$ cat src/rtl/checkpoint_tag_manager.sv
// checkpoint_tag_manager: age-ordered branch checkpoint slots with mispredict recall and drain sequencing
module checkpoint_tag_manager #(
    parameter int NUM_CP         = 4,
    parameter int AL_IDX_W       = 5,
    parameter int NUM_RES        = 2,
    parameter int RECOVER_CYCLES = 2
) (
    input  logic                          clk,
    input  logic                          reset,
    input  logic                          alloc_req,
    input  logic [AL_IDX_W-1:0]           alloc_al_idx,
    output logic                          alloc_gnt,
    output logic [$clog2(NUM_CP)-1:0]     alloc_tag,
    input  logic [NUM_RES-1:0]            resolve_valid,
    input  logic [NUM_RES*AL_IDX_W-1:0]   resolve_al_idx,
    input  logic [NUM_RES-1:0]            resolve_correct,
    output logic                          recall_start,
    output logic [$clog2(NUM_CP)-1:0]     recall_tag,
    output logic                          recover_busy,
    output logic                          cp_full,
    output logic [$clog2(NUM_CP+1)-1:0]   live_count,
    output logic                          int_stall
);
    localparam int TW = $clog2(NUM_CP);
    localparam int CW = $clog2(NUM_CP + 1);
    localparam int DW = $clog2(RECOVER_CYCLES + 1);
    localparam logic [1:0] IDLE   = 2'd0;
    localparam logic [1:0] RECALL = 2'd1;
    localparam logic [1:0] DRAIN  = 2'd2;

    logic [NUM_CP-1:0]   valid_q, valid_d, resolved_q, resolved_d, mis_slot, cor_slot;
    logic [AL_IDX_W-1:0] al_q [NUM_CP];
    logic [AL_IDX_W-1:0] al_d [NUM_CP];
    logic [TW-1:0]       head_q, head_d, tail_q, tail_d, recall_tag_q, recall_tag_d, mis_tag, slot;
    logic [CW-1:0]       count_q, count_d, mis_age;
    logic [1:0]          state_q, state_d;
    logic [DW-1:0]       drain_q, drain_d;
    logic                recall_start_q, recall_start_d, mispredict, retire;

    always_comb begin
        mis_slot = '0;
        cor_slot = '0;
        for (int s = 0; s < NUM_CP; s++)
            for (int i = 0; i < NUM_RES; i++)
                if (resolve_valid[i] && valid_q[s] && al_q[s] == resolve_al_idx[i*AL_IDX_W +: AL_IDX_W]) begin
                    cor_slot[s] = cor_slot[s] | resolve_correct[i];
                    mis_slot[s] = mis_slot[s] | ~resolve_correct[i];
                end
        // Scan youngest to oldest so the oldest mispredicting slot is left selected
        slot    = '0;
        mis_tag = head_q;
        mis_age = '0;
        for (int a = NUM_CP - 1; a >= 0; a--) begin
            slot = head_q + TW'(a);
            if (mis_slot[slot]) begin
                mis_tag = slot;
                mis_age = CW'(a);
            end
        end
        mispredict = |mis_slot;
        retire     = valid_q[head_q] & resolved_q[head_q];
        alloc_gnt  = alloc_req && state_q == IDLE && !cp_full && !mispredict;
        valid_d    = valid_q;
        resolved_d = resolved_q | cor_slot;
        al_d       = al_q;
        head_d     = head_q;
        tail_d     = tail_q;
        count_d    = count_q;
        if (mispredict) begin
            for (int a = 0; a < NUM_CP; a++) begin
                slot = head_q + TW'(a);
                if (CW'(a) >= mis_age) begin
                    valid_d[slot]    = 1'b0;
                    resolved_d[slot] = 1'b0;
                end
            end
            tail_d  = mis_tag;
            count_d = mis_age;
        end else begin
            if (retire) begin
                valid_d[head_q]    = 1'b0;
                resolved_d[head_q] = 1'b0;
                head_d             = head_q + 1'b1;
            end
            if (alloc_gnt) begin
                valid_d[tail_q]    = 1'b1;
                resolved_d[tail_q] = 1'b0;
                al_d[tail_q]       = alloc_al_idx;
                tail_d             = tail_q + 1'b1;
            end
            count_d = count_q + CW'(alloc_gnt) - CW'(retire);
        end
        state_d = mispredict ? RECALL :
                  state_q == RECALL ? DRAIN :
                  (state_q == DRAIN && drain_q == DW'(RECOVER_CYCLES - 1)) ? IDLE : state_q;
        drain_d        = (state_q == DRAIN && !mispredict) ? drain_q + 1'b1 : '0;
        recall_start_d = mispredict;
        recall_tag_d   = mispredict ? mis_tag : recall_tag_q;
    end

    always_ff @(posedge clk) begin
        if (!reset) begin
            valid_q        <= '0;
            resolved_q     <= '0;
            head_q         <= '0;
            tail_q         <= '0;
            count_q        <= '0;
            state_q        <= IDLE;
            drain_q        <= '0;
            recall_start_q <= 1'b0;
            recall_tag_q   <= '0;
        end else begin
            valid_q        <= valid_d;
            resolved_q     <= resolved_d;
            al_q           <= al_d;
            head_q         <= head_d;
            tail_q         <= tail_d;
            count_q        <= count_d;
            state_q        <= state_d;
            drain_q        <= drain_d;
            recall_start_q <= recall_start_d;
            recall_tag_q   <= recall_tag_d;
        end
    end

    assign alloc_tag    = tail_q;
    assign recall_start = recall_start_q;
    assign recall_tag   = recall_tag_q;
    assign recover_busy = state_q != IDLE;
    assign cp_full      = count_q == CW'(NUM_CP);
    assign live_count   = count_q;
    assign int_stall    = (alloc_req & ~alloc_gnt) | recover_busy;
endmodule

$ cat config.mk
export PLATFORM = sky130hd
export DESIGN_NAME = checkpoint_tag_manager
export DESIGN_NICKNAME = d
export VERILOG_FILES = /design/src/rtl/checkpoint_tag_manager.sv
export SDC_FILE = /design/constraint.sdc
export NUM_CORES = 1
export LEC_CHECK = 0
export BUFFER_PORTS_ARGS = -buffer_cell sky130_fd_sc_hd__buf_4
export CELL_PAD_IN_SITES_DETAIL_PLACEMENT = 1
export CELL_PAD_IN_SITES_GLOBAL_PLACEMENT = 2
export CORE_MARGIN = 4
export CORE_UTILIZATION = 37
export DETAILED_ROUTE_END_ITERATION = 10
export GPL_TIMING_DRIVEN = 0
export PLACE_DENSITY = 0.83
export SYNTH_ARGS = -nofsm -noshare
export SYNTH_HDL_FRONTEND = slang
export SYNTH_SLANG_ARGS = --single-unit
$ cat constraint.sdc
create_clock -name clk -period 3.8 [get_ports clk]
set_input_delay 0.19 -clock clk [delete_from_list [all_inputs] [get_ports clk]]
set_output_delay 0.19 -clock clk [all_outputs]
set_load 0.01 [all_outputs]
==> results of run 1 <==
-- metrics by stage --
stage	utilization (%)	area (µm²)	power (µW)	hold slack, ps	cells
floorplan	-	2770	720	289	278
global placement	42.7	3100	821	393	405
detailed placement	42.7	3100	828	399	405
CTS	44.1	3200	1160	74.0	413
global route	44.1	3200	1210	73.4	413
finish	44.1	3200	1140	84.3	413
-- per-layer routing --
layer	GRT usage, %	up-vias
li1	-	1092
met1	24.8	1147
met2	30.0	47
met3	2.71	10
met4	5.53	0
met5	0	-
-- synthesized netlist by cell type, types with 2 or more instances --
cell type,n
clkbuf_1,4
a22oi_1,3
o21bai_1,4
a221oi_1,10
nor2b_1,2
nor2_1,19
o221ai_1,2
mux4_2,3
xor2_1,9
a21oi_1,16
o22ai_1,2
nand2_1,20
xnor2_1,35
edfxtp_1,20
o21ai_0,6
a211oi_1,5
nor4b_1,2
nor3_2,8
nor4_1,4
and2_1,3
nor3_1,2
nand3_1,5
and3_1,2
a22o_1,2
nor4_4,2
dfxtp_1,22
a21boi_0,2
nand4_1,9
buf_2,4
ha_1,11
o31ai_1,5
inv_1,18
a22o_4,2
-- worst max path at each step --
stage / startpoint / end / slack [ps] / depth (start not counted)
5_1_grt: head_q[0] / live_count[2] / 230 / 12
3_3_place_gp: head_q[0] / live_count[2] / 520 / 12
2_1_floorplan: head_q[0] / live_count[2] / 1140 / 12
4_1_cts: head_q[0] / live_count[2] / 460 / 12
3_5_place_dp: head_q[0] / live_count[2] / 470 / 12
6_report: head_q[0] / live_count[2] / 480 / 12
-- cell families (layout without fill, tap and decap cells) --
kind of cell	count (synthesis)	in the layout	share of synthesized area [%]
multiplexers	3	3	2.44
AO/OA/AOI/OAI	66	66	17.8
flip-flops	42	42	37.6
AND/OR/NAND/NOR	83	83	18.2
buffers and inverters	28	64	4.25
XOR/XNOR	44	44	13.9
adder cells (fa/ha/maj)	12	12	5.70
-- layout make-up --
cell class,instances,area (µm²)
well taps,99,124
flip-flops and latches,42,1040
repair buffers,28,210
plain buffers,10,50.0
fillers,849,4060
clock buffers,5,68.8
inverters,18,67.6
multi-input cells,208,1610
clock inverters,3,27.5
-- critical path: stages (launching register included) --
cell	delay (ps)
dfxtp_1	470
buf_1	510
and3_1	270
a311oi_1	50
a21oi_1	550
ha_1	350
inv_1	60
ha_1	140
inv_1	50
fa_1	380
xor2_1	170
xnor2_1	140
nor2_1	60
-- power by group through the flow --
stage | registers (µW) | clock network (µW) | logic, µW
after floorplan | 557 | 0 | 162
after global placement | 559 | 0 | 262
after detailed placement | 561 | 0 | 267
after CTS | 551 | 337 | 270
after global routing | 556 | 358 | 298
final | 550 | 327 | 265
-- flip-flops by register name, indices dropped and copies added, names as in the netlist --
signal and count:
al_q 20, resolved_q 4, valid_q 4, live_count 3, alloc_tag 2, drain_q 2
head_q 2, recall_tag 2, state_q 2, recall_start 1
==> reports/qor.txt, run 1 <==
RUN STATUS
---------------------------------------------------------------------------------------
Status ................................................................... finished clean

HOLD PATH
---------------------------------------------------------------------------------------
Worst min path class .....................................................       in2reg
Endpoint of the worst hold-timing path ...................................      al_q[8]
Hold Path Stages .........................................................            1
Hold_sp .................................................................. alloc_al_idx[3]

CTS
---------------------------------------------------------------------------------------
Clock tree from TritonCTS ................................................          yes
Clock Latency Late Sink ..................................................       310 ps
Number of hold buffers added after CTS ...................................            0
Maximum clock path buffer count ..........................................            2
Clk sink count ...........................................................           42
Number of CTS-inserted buffers ...........................................            5
Post-CTS setup repair buffer count .......................................            0
# resized after CTS ......................................................            0
H-tree level count .......................................................            2
Clock transition at the registers of the reported paths ..................       100 ps
Root cell of the clock tree ..............................................     clkbuf_8

SYNTH
---------------------------------------------------------------------------------------
Top cells by area, synth ................................................. edfxtp_1 (22%), dfxtp_1 (16%), xnor2_1 (11%)
Sequential fraction of the synthesis area ................................        37.6%
Synthesized netlist net count ............................................          312
Avg Inst Size Synth ......................................................     9.95 µm²
Cell area after synthesis ................................................     2770 µm²
Library cell with the largest summed area after synthesis ................     edfxtp_1
Flip-flop and latch count after synthesis ................................           42
Prevailing post-synth register cell ......................................      dfxtp_1
Number of enable-type register cells in the synthesized netlist ..........           20
Gate Count Post-Synth ....................................................          278
Top-area cell type share of the netlist area .............................        21.7%
Yosys Warn Count .........................................................            0
Share of flip-flops with an asynchronous set or reset after synthesis ....           0%
Library cells used by synthesis ..........................................           48

PLACEMENT
---------------------------------------------------------------------------------------
Buffers added on ports ...................................................           28
Detailed Place HPWL ......................................................      6.20 mm
RD Place Congestion ......................................................        0.865
Post-placement worst setup slack .........................................       473 ps

ROUTING
---------------------------------------------------------------------------------------
Highest layer used for signal routing ....................................         met4
Number of violations reported at the end of detailed-routing iteration 0 .           75
Residual DRC count .......................................................            0
Met2 wire len ............................................................      3.66 mm
Count of vias placed by the detailed router ..............................         2296
Sum of routed wire length over all layers ................................      7.77 mm
Antenna-violating nets left ..............................................            0
Met3 layer wire length in the routed design ..............................       263 µm
Wire per inst ............................................................      18.8 µm
Total iterations of the first detailed-routing run .......................            4
Wire length the detailed router placed on met1 ...........................      3.72 mm
Average via count per standard cell ......................................         5.56

GRT
---------------------------------------------------------------------------------------
Tot GR Track Use .........................................................        18.3%
Antenna violations before repair .........................................            0
Sum of overflow across all layers after global routing ...................            0
Global-route wire length before repair ...................................      12.4 mm
Number of global-route vias before repair ................................         2362
Maximum number of pins on one net before global-route repair .............           17

WORST SETUP PATH
---------------------------------------------------------------------------------------
Nature of the critical path endpoint .....................................    flip-flop
Largest fanout on the critical path ......................................           10
Worst reg2reg path startpoint ............................................    head_q[0]
Reg2reg setup slack ......................................................       480 ps
Critical path class ......................................................      reg2reg
Arr. time, crit path .....................................................      3500 ps
R2R depth ................................................................           12
Critical Path Start Type .................................................    flip-flop
CP required ..............................................................      3980 ps
Destination of the worst register-to-register timing path ................ live_count[2]

DIE
---------------------------------------------------------------------------------------
Die X ....................................................................      94.5 µm
Area inside the core boundary ............................................     7250 µm²
Placement Rows ...........................................................           31
Io pins ..................................................................           34
Die Y-Extent .............................................................      94.5 µm
Initial Util .............................................................        38.1%
Full die area ............................................................     8920 µm²

POWER AND IR DROP
---------------------------------------------------------------------------------------
Sw Pwr ...................................................................       371 µW
Cell internal power dissipation ..........................................       772 µW
Sw Share .................................................................        32.5%
Part of the total power dissipated in combinational logic ................        23.2%
Power per Cell Area ......................................................   358 nW/µm²
Highest ir drop seen on vdd ..............................................   0.000212 V
Portion of total power attributed to sequential cells ....................        48.1%
LEAKAGE ..................................................................   0.00113 µW
Clock network fraction of design power ...................................        28.7%

TIMING
---------------------------------------------------------------------------------------
Time the worst path needs with I/O delays and setup ......................      3320 ps
Worst slew margin relative to its limit ..................................        30.3%
Unrepaired setup endpoints after global routing ..........................        false
Highest clock rate .......................................................      301 MHz
Max Transition Viols Final ...............................................            0
Setup TNS ................................................................         0 ps
Clk_skew .................................................................      7.50 ps
Part of the cycle the worst path needs ...................................        87.3%
Number of failing setup endpoints in the final timing report .............            0
Transition time at the pin with the least slew margin ....................      1030 ps
Final Worst Setup Slack ..................................................       483 ps
Hold Fails Final Rpt .....................................................            0

FLOW RUN
---------------------------------------------------------------------------------------
Max-cap viol count .......................................................            0

LAYOUT
---------------------------------------------------------------------------------------
Area grow syn2layout .....................................................        15.6%
Commonest cells after routing, fill and taps aside ....................... xnor2_1 (35), buf_4 (28), dfxtp_1 (22), nand2_1 (20), edfxtp_1 (20)
Inserted Diodes ..........................................................            0
Layout net count .........................................................          347
Most frequent standard cell in the layout excluding fill and tap cells ...      xnor2_1
Layout cells sized above 1 ...............................................        19.4%

Power figures use the tool's default switching activity.
==> run 2, diff against run 1 <==
- ABC_AREA: default -> 1
- CORE_UTILIZATION: 37 -> 33
==> reports/qor.txt, run 2 <==
TIMING
---------------------------------------------------------------------------------------
Hold Fails Final Rpt .....................................................            0   unchanged
Part of the cycle the worst path needs ...................................        71.9%   was 87.3%
Clk_skew .................................................................      7.96 ps   was 7.50 ps
Max Transition Viols Final ...............................................            0   unchanged
Time the worst path needs with I/O delays and setup ......................      2730 ps   was 3320 ps
Setup TNS ................................................................         0 ps   unchanged
Transition time at the pin with the least slew margin ....................       801 ps   was 1030 ps
Unrepaired setup endpoints after global routing ..........................        false   unchanged
Worst slew margin relative to its limit ..................................        46.4%   was 30.3%
Number of failing setup endpoints in the final timing report .............            0   unchanged
Worst hold slack after final layout ......................................      91.9 ps   was 84.3 ps
Highest clock rate .......................................................      366 MHz   was 301 MHz

ROUTING
---------------------------------------------------------------------------------------
Highest layer used for signal routing ....................................         met4   unchanged
Residual DRC count .......................................................            0   unchanged
Count of vias placed by the detailed router ..............................         2784   was 2296
Met3 layer wire length in the routed design ..............................       260 µm   was 263 µm
Total iterations of the first detailed-routing run .......................            4   unchanged
Wire per inst ............................................................      15.7 µm   was 18.8 µm
Wire length the detailed router placed on met1 ...........................      4.09 mm   was 3.72 mm
Average via count per standard cell ......................................         4.95   was 5.56
Sum of routed wire length over all layers ................................      8.83 mm   was 7.77 mm
Number of violations reported at the end of detailed-routing iteration 0 .           64   was 75
Met2 wire len ............................................................      4.40 mm   was 3.66 mm
Antenna-violating nets left ..............................................            0   unchanged

PLACEMENT
---------------------------------------------------------------------------------------
RD Place Congestion ......................................................        0.813   was 0.865
Buffers added on ports ...................................................           32   was 28
Detailed Place HPWL ......................................................      7.29 mm   was 6.20 mm
Cell Area, Placed ........................................................     3290 µm²   was 3100 µm²

SYNTH
---------------------------------------------------------------------------------------
Top post-synthesis cells by count ........................................ nand2_1 (124), inv_1 (54), nor2_1 (42)   was xnor2_1 (35), dfxtp_1 (22), edfxtp_1 (20), nand2_1 (20), nor2_1 (19)
Top cells by area, synth ................................................. edfxtp_1 (21%), nand2_1 (16%), dfxtp_1 (15%)   was edfxtp_1 (22%), dfxtp_1 (16%), xnor2_1 (11%)
Yosys Warn Count .........................................................            0   unchanged
Gate Count Post-Synth ....................................................          414   was 278
Prevailing post-synth register cell ......................................      dfxtp_1   unchanged
Top-area cell type share of the netlist area .............................        20.6%   was 21.7%
Synthesized netlist net count ............................................          448   was 312
Library cells used by synthesis ..........................................           34   was 48
Library cell with the largest summed area after synthesis ................     edfxtp_1   unchanged
Sequential fraction of the synthesis area ................................        35.7%   was 37.6%
Avg Inst Size Synth ......................................................     7.04 µm²   was 9.95 µm²
Share of flip-flops with an asynchronous set or reset after synthesis ....           0%   unchanged
Cell area after synthesis ................................................     2910 µm²   was 2770 µm²
Number of enable-type register cells in the synthesized netlist ..........           20   unchanged
Flip-flop and latch count after synthesis ................................           42   unchanged
Most frequent cell after synthesis .......................................      nand2_1   was xnor2_1

LAYOUT
---------------------------------------------------------------------------------------
Area grow syn2layout .....................................................        16.5%   was 15.6%
Top reg by flops .........................................................         al_q   unchanged
Registers with the most flip-flops ....................................... al_q: 20 flops, resolved_q: 4 flops, valid_q: 4 flops   unchanged
FILL cells ...............................................................         1140   was 849
Combined flip-flop and latch cell area ...................................     1040 µm²   unchanged
Inserted Diodes ..........................................................            0   unchanged
Post-route cell area .....................................................     3390 µm²   was 3200 µm²
Footprint of the multi-input gates .......................................     1620 µm²   was 1610 µm²
Number of flip-flops under the largest register name .....................           20   unchanged
Layout cells sized above 1 ...............................................        17.0%   was 19.4%
Commonest cells after routing, fill and taps aside ....................... nand2_1 (124), inv_1 (54), nor2_1 (42), nand3_1 (34), buf_4 (33)   was xnor2_1 (35), buf_4 (28), dfxtp_1 (22), nand2_1 (20), edfxtp_1 (20)
Most frequent standard cell in the layout excluding fill and tap cells ...      nand2_1   was xnor2_1
Layout net count .........................................................          487   was 347

CTS
---------------------------------------------------------------------------------------
Post-CTS setup repair buffer count .......................................            0   unchanged
# resized after CTS ......................................................            0   unchanged
Number of CTS-inserted buffers ...........................................            5   unchanged
Clock Latency Late Sink ..................................................       300 ps   was 310 ps
Clock transition at the registers of the reported paths ..................        90 ps   was 100 ps
Clk sink count ...........................................................           42   unchanged
H-tree level count .......................................................            2   unchanged
Number of hold buffers added after CTS ...................................            0   unchanged
Clock tree from TritonCTS ................................................          yes   unchanged
Root cell of the clock tree ..............................................     clkbuf_8   unchanged
Maximum clock path buffer count ..........................................            2   unchanged

DIE
---------------------------------------------------------------------------------------
Die Y-Extent .............................................................       102 µm   was 94.5 µm
Placement Rows ...........................................................           34   was 31
Area inside the core boundary ............................................     8640 µm²   was 7250 µm²
Full die area ............................................................    10400 µm²   was 8920 µm²
Io pins ..................................................................           34   unchanged
Die X ....................................................................       102 µm   was 94.5 µm
Initial Util .............................................................        33.7%   was 38.1%

HOLD PATH
---------------------------------------------------------------------------------------
Worst min path class .....................................................       in2reg   unchanged

WORST SETUP PATH
---------------------------------------------------------------------------------------
Critical path class ......................................................      reg2reg   unchanged
Max stage delay cell, worst path .........................................         fa_1   was a21oi_1
Cell mode on critical path ...............................................        inv_1
CP required ..............................................................      4030 ps   was 3980 ps
Chain of cells forming the critical path ................................. buf_2 > inv_1 > buf_2 > nor3_1 > o31ai_1 > inv_1 > ha_1 > inv_1 > ha_1 > inv_1 > fa_1 > or2_2 > a21oi_1   was buf_1 > and3_1 > a311oi_1 > a21oi_1 > ha_1 > inv_1 > ha_1 > inv_1 > fa_1 > xor2_1 > xnor2_1 > nor2_1
Reg2reg setup slack ......................................................      1070 ps   was 480 ps
Delay of the slowest critical-path stage .................................       370 ps   was 550 ps
Critical Path Start Type .................................................    flip-flop   unchanged
Arr. time, crit path .....................................................      2970 ps   was 3500 ps
Largest fanout on the critical path ......................................           11   was 10
Nature of the critical path endpoint .....................................    flip-flop   unchanged

POWER AND IR DROP
---------------------------------------------------------------------------------------
Highest ir drop seen on vdd ..............................................   0.000224 V   was 0.000212 V
LEAKAGE ..................................................................   0.00167 µW   was 0.00113 µW
Power per Cell Area ......................................................   389 nW/µm²   was 358 nW/µm²

GRT
---------------------------------------------------------------------------------------
Tot GR Track Use .........................................................        18.1%   was 18.3%
Sum of overflow across all layers after global routing ...................            0   unchanged
Global-route wire length before repair ...................................      14.6 mm   was 12.4 mm
Number of global-route vias before repair ................................         2948   was 2362
Maximum number of pins on one net before global-route repair .............           14   was 17
Antenna violations before repair .........................................            0   unchanged

RUN STATUS
---------------------------------------------------------------------------------------
Status ................................................................... finished clean   unchanged

FLOW RUN
---------------------------------------------------------------------------------------
Max-cap viol count .......................................................            0   unchanged

==> run 2: cell types whose count changed after synthesis, moves of 23 or more <==
| cell | delta |
|---|---|
| nor2_1 | +23 |
| nand2_1 | +104 |
| nand3_1 | +29 |
| inv_1 | +36 |
| xnor2_1 | -34 |
==> run 2: path summary, 6_finish.rpt <==
kind                   startpoint             to  cells past startpoint
setup / recovery        head_q[0]  live_count[2]                     13
hold / removal    alloc_al_idx[3]       al_q[13]                      1
setup reg to reg        head_q[0]  live_count[2]                     13
hold reg to reg        drain_q[0]     drain_q[0]                      1
==> run 2: area by class of cell <==
class	count	share of cell area, %
well taps	108	3.98
inverters	60	6.64
multi-input cells	308	47.7
repair buffers	32	7.08
flip-flops and latches	42	30.7
clock inverters	2	0.295
plain buffers	4	0.848
clock buffers	6	2.77
==> run 2: worst max-delay path, delay by kind of cell (launching register included) <==
family,cells,cell delay (ps)
fa+ha+maj,3,770
simple gates,2,510
buf+inv,6,820
compound gates,2,220
flops,1,360
==> run 2: report_power, final <==
group	switching (µW)	internal, µW
Sequential	44.5	517
Combinational	265	164
Clock	161	167
Total	470	848
==> run 2: routing by layer <==
layer | up-vias | GRT usage [%]
li1 | 1413 | -
met1 | 1323 | 23.2
met2 | 42 | 32.8
met3 | 6 | 2.32
met4 | 0 | 3.83
met5 | - | 0
==> run 2: logic make-up (layout without fill, tap and decap cells) <==
logic type | after synthesis | count (layout) | synth area share, %
AND/OR/NAND/NOR | 250 | 250 | 39.5
buffers and inverters | 64 | 104 | 8.72
flip-flops | 42 | 42 | 35.7
AO/OA/AOI/OAI | 32 | 32 | 6.44
XOR/XNOR | 14 | 14 | 4.21
adder cells (fa/ha/maj) | 12 | 12 | 5.41
==> run 2: per-stage QoR <==
stage          util (%)  total power, µW  setup WS [ps]  std cells
6_report           39.3             1320           1070        562
5_1_grt            39.3             1410            805        562
4_1_cts            39.3             1330           1030        562
3_5_place_dp       38.1             1000           1060        554
3_3_place_gp       38.1              989           1060        554
2_1_floorplan         -              836           1410        414
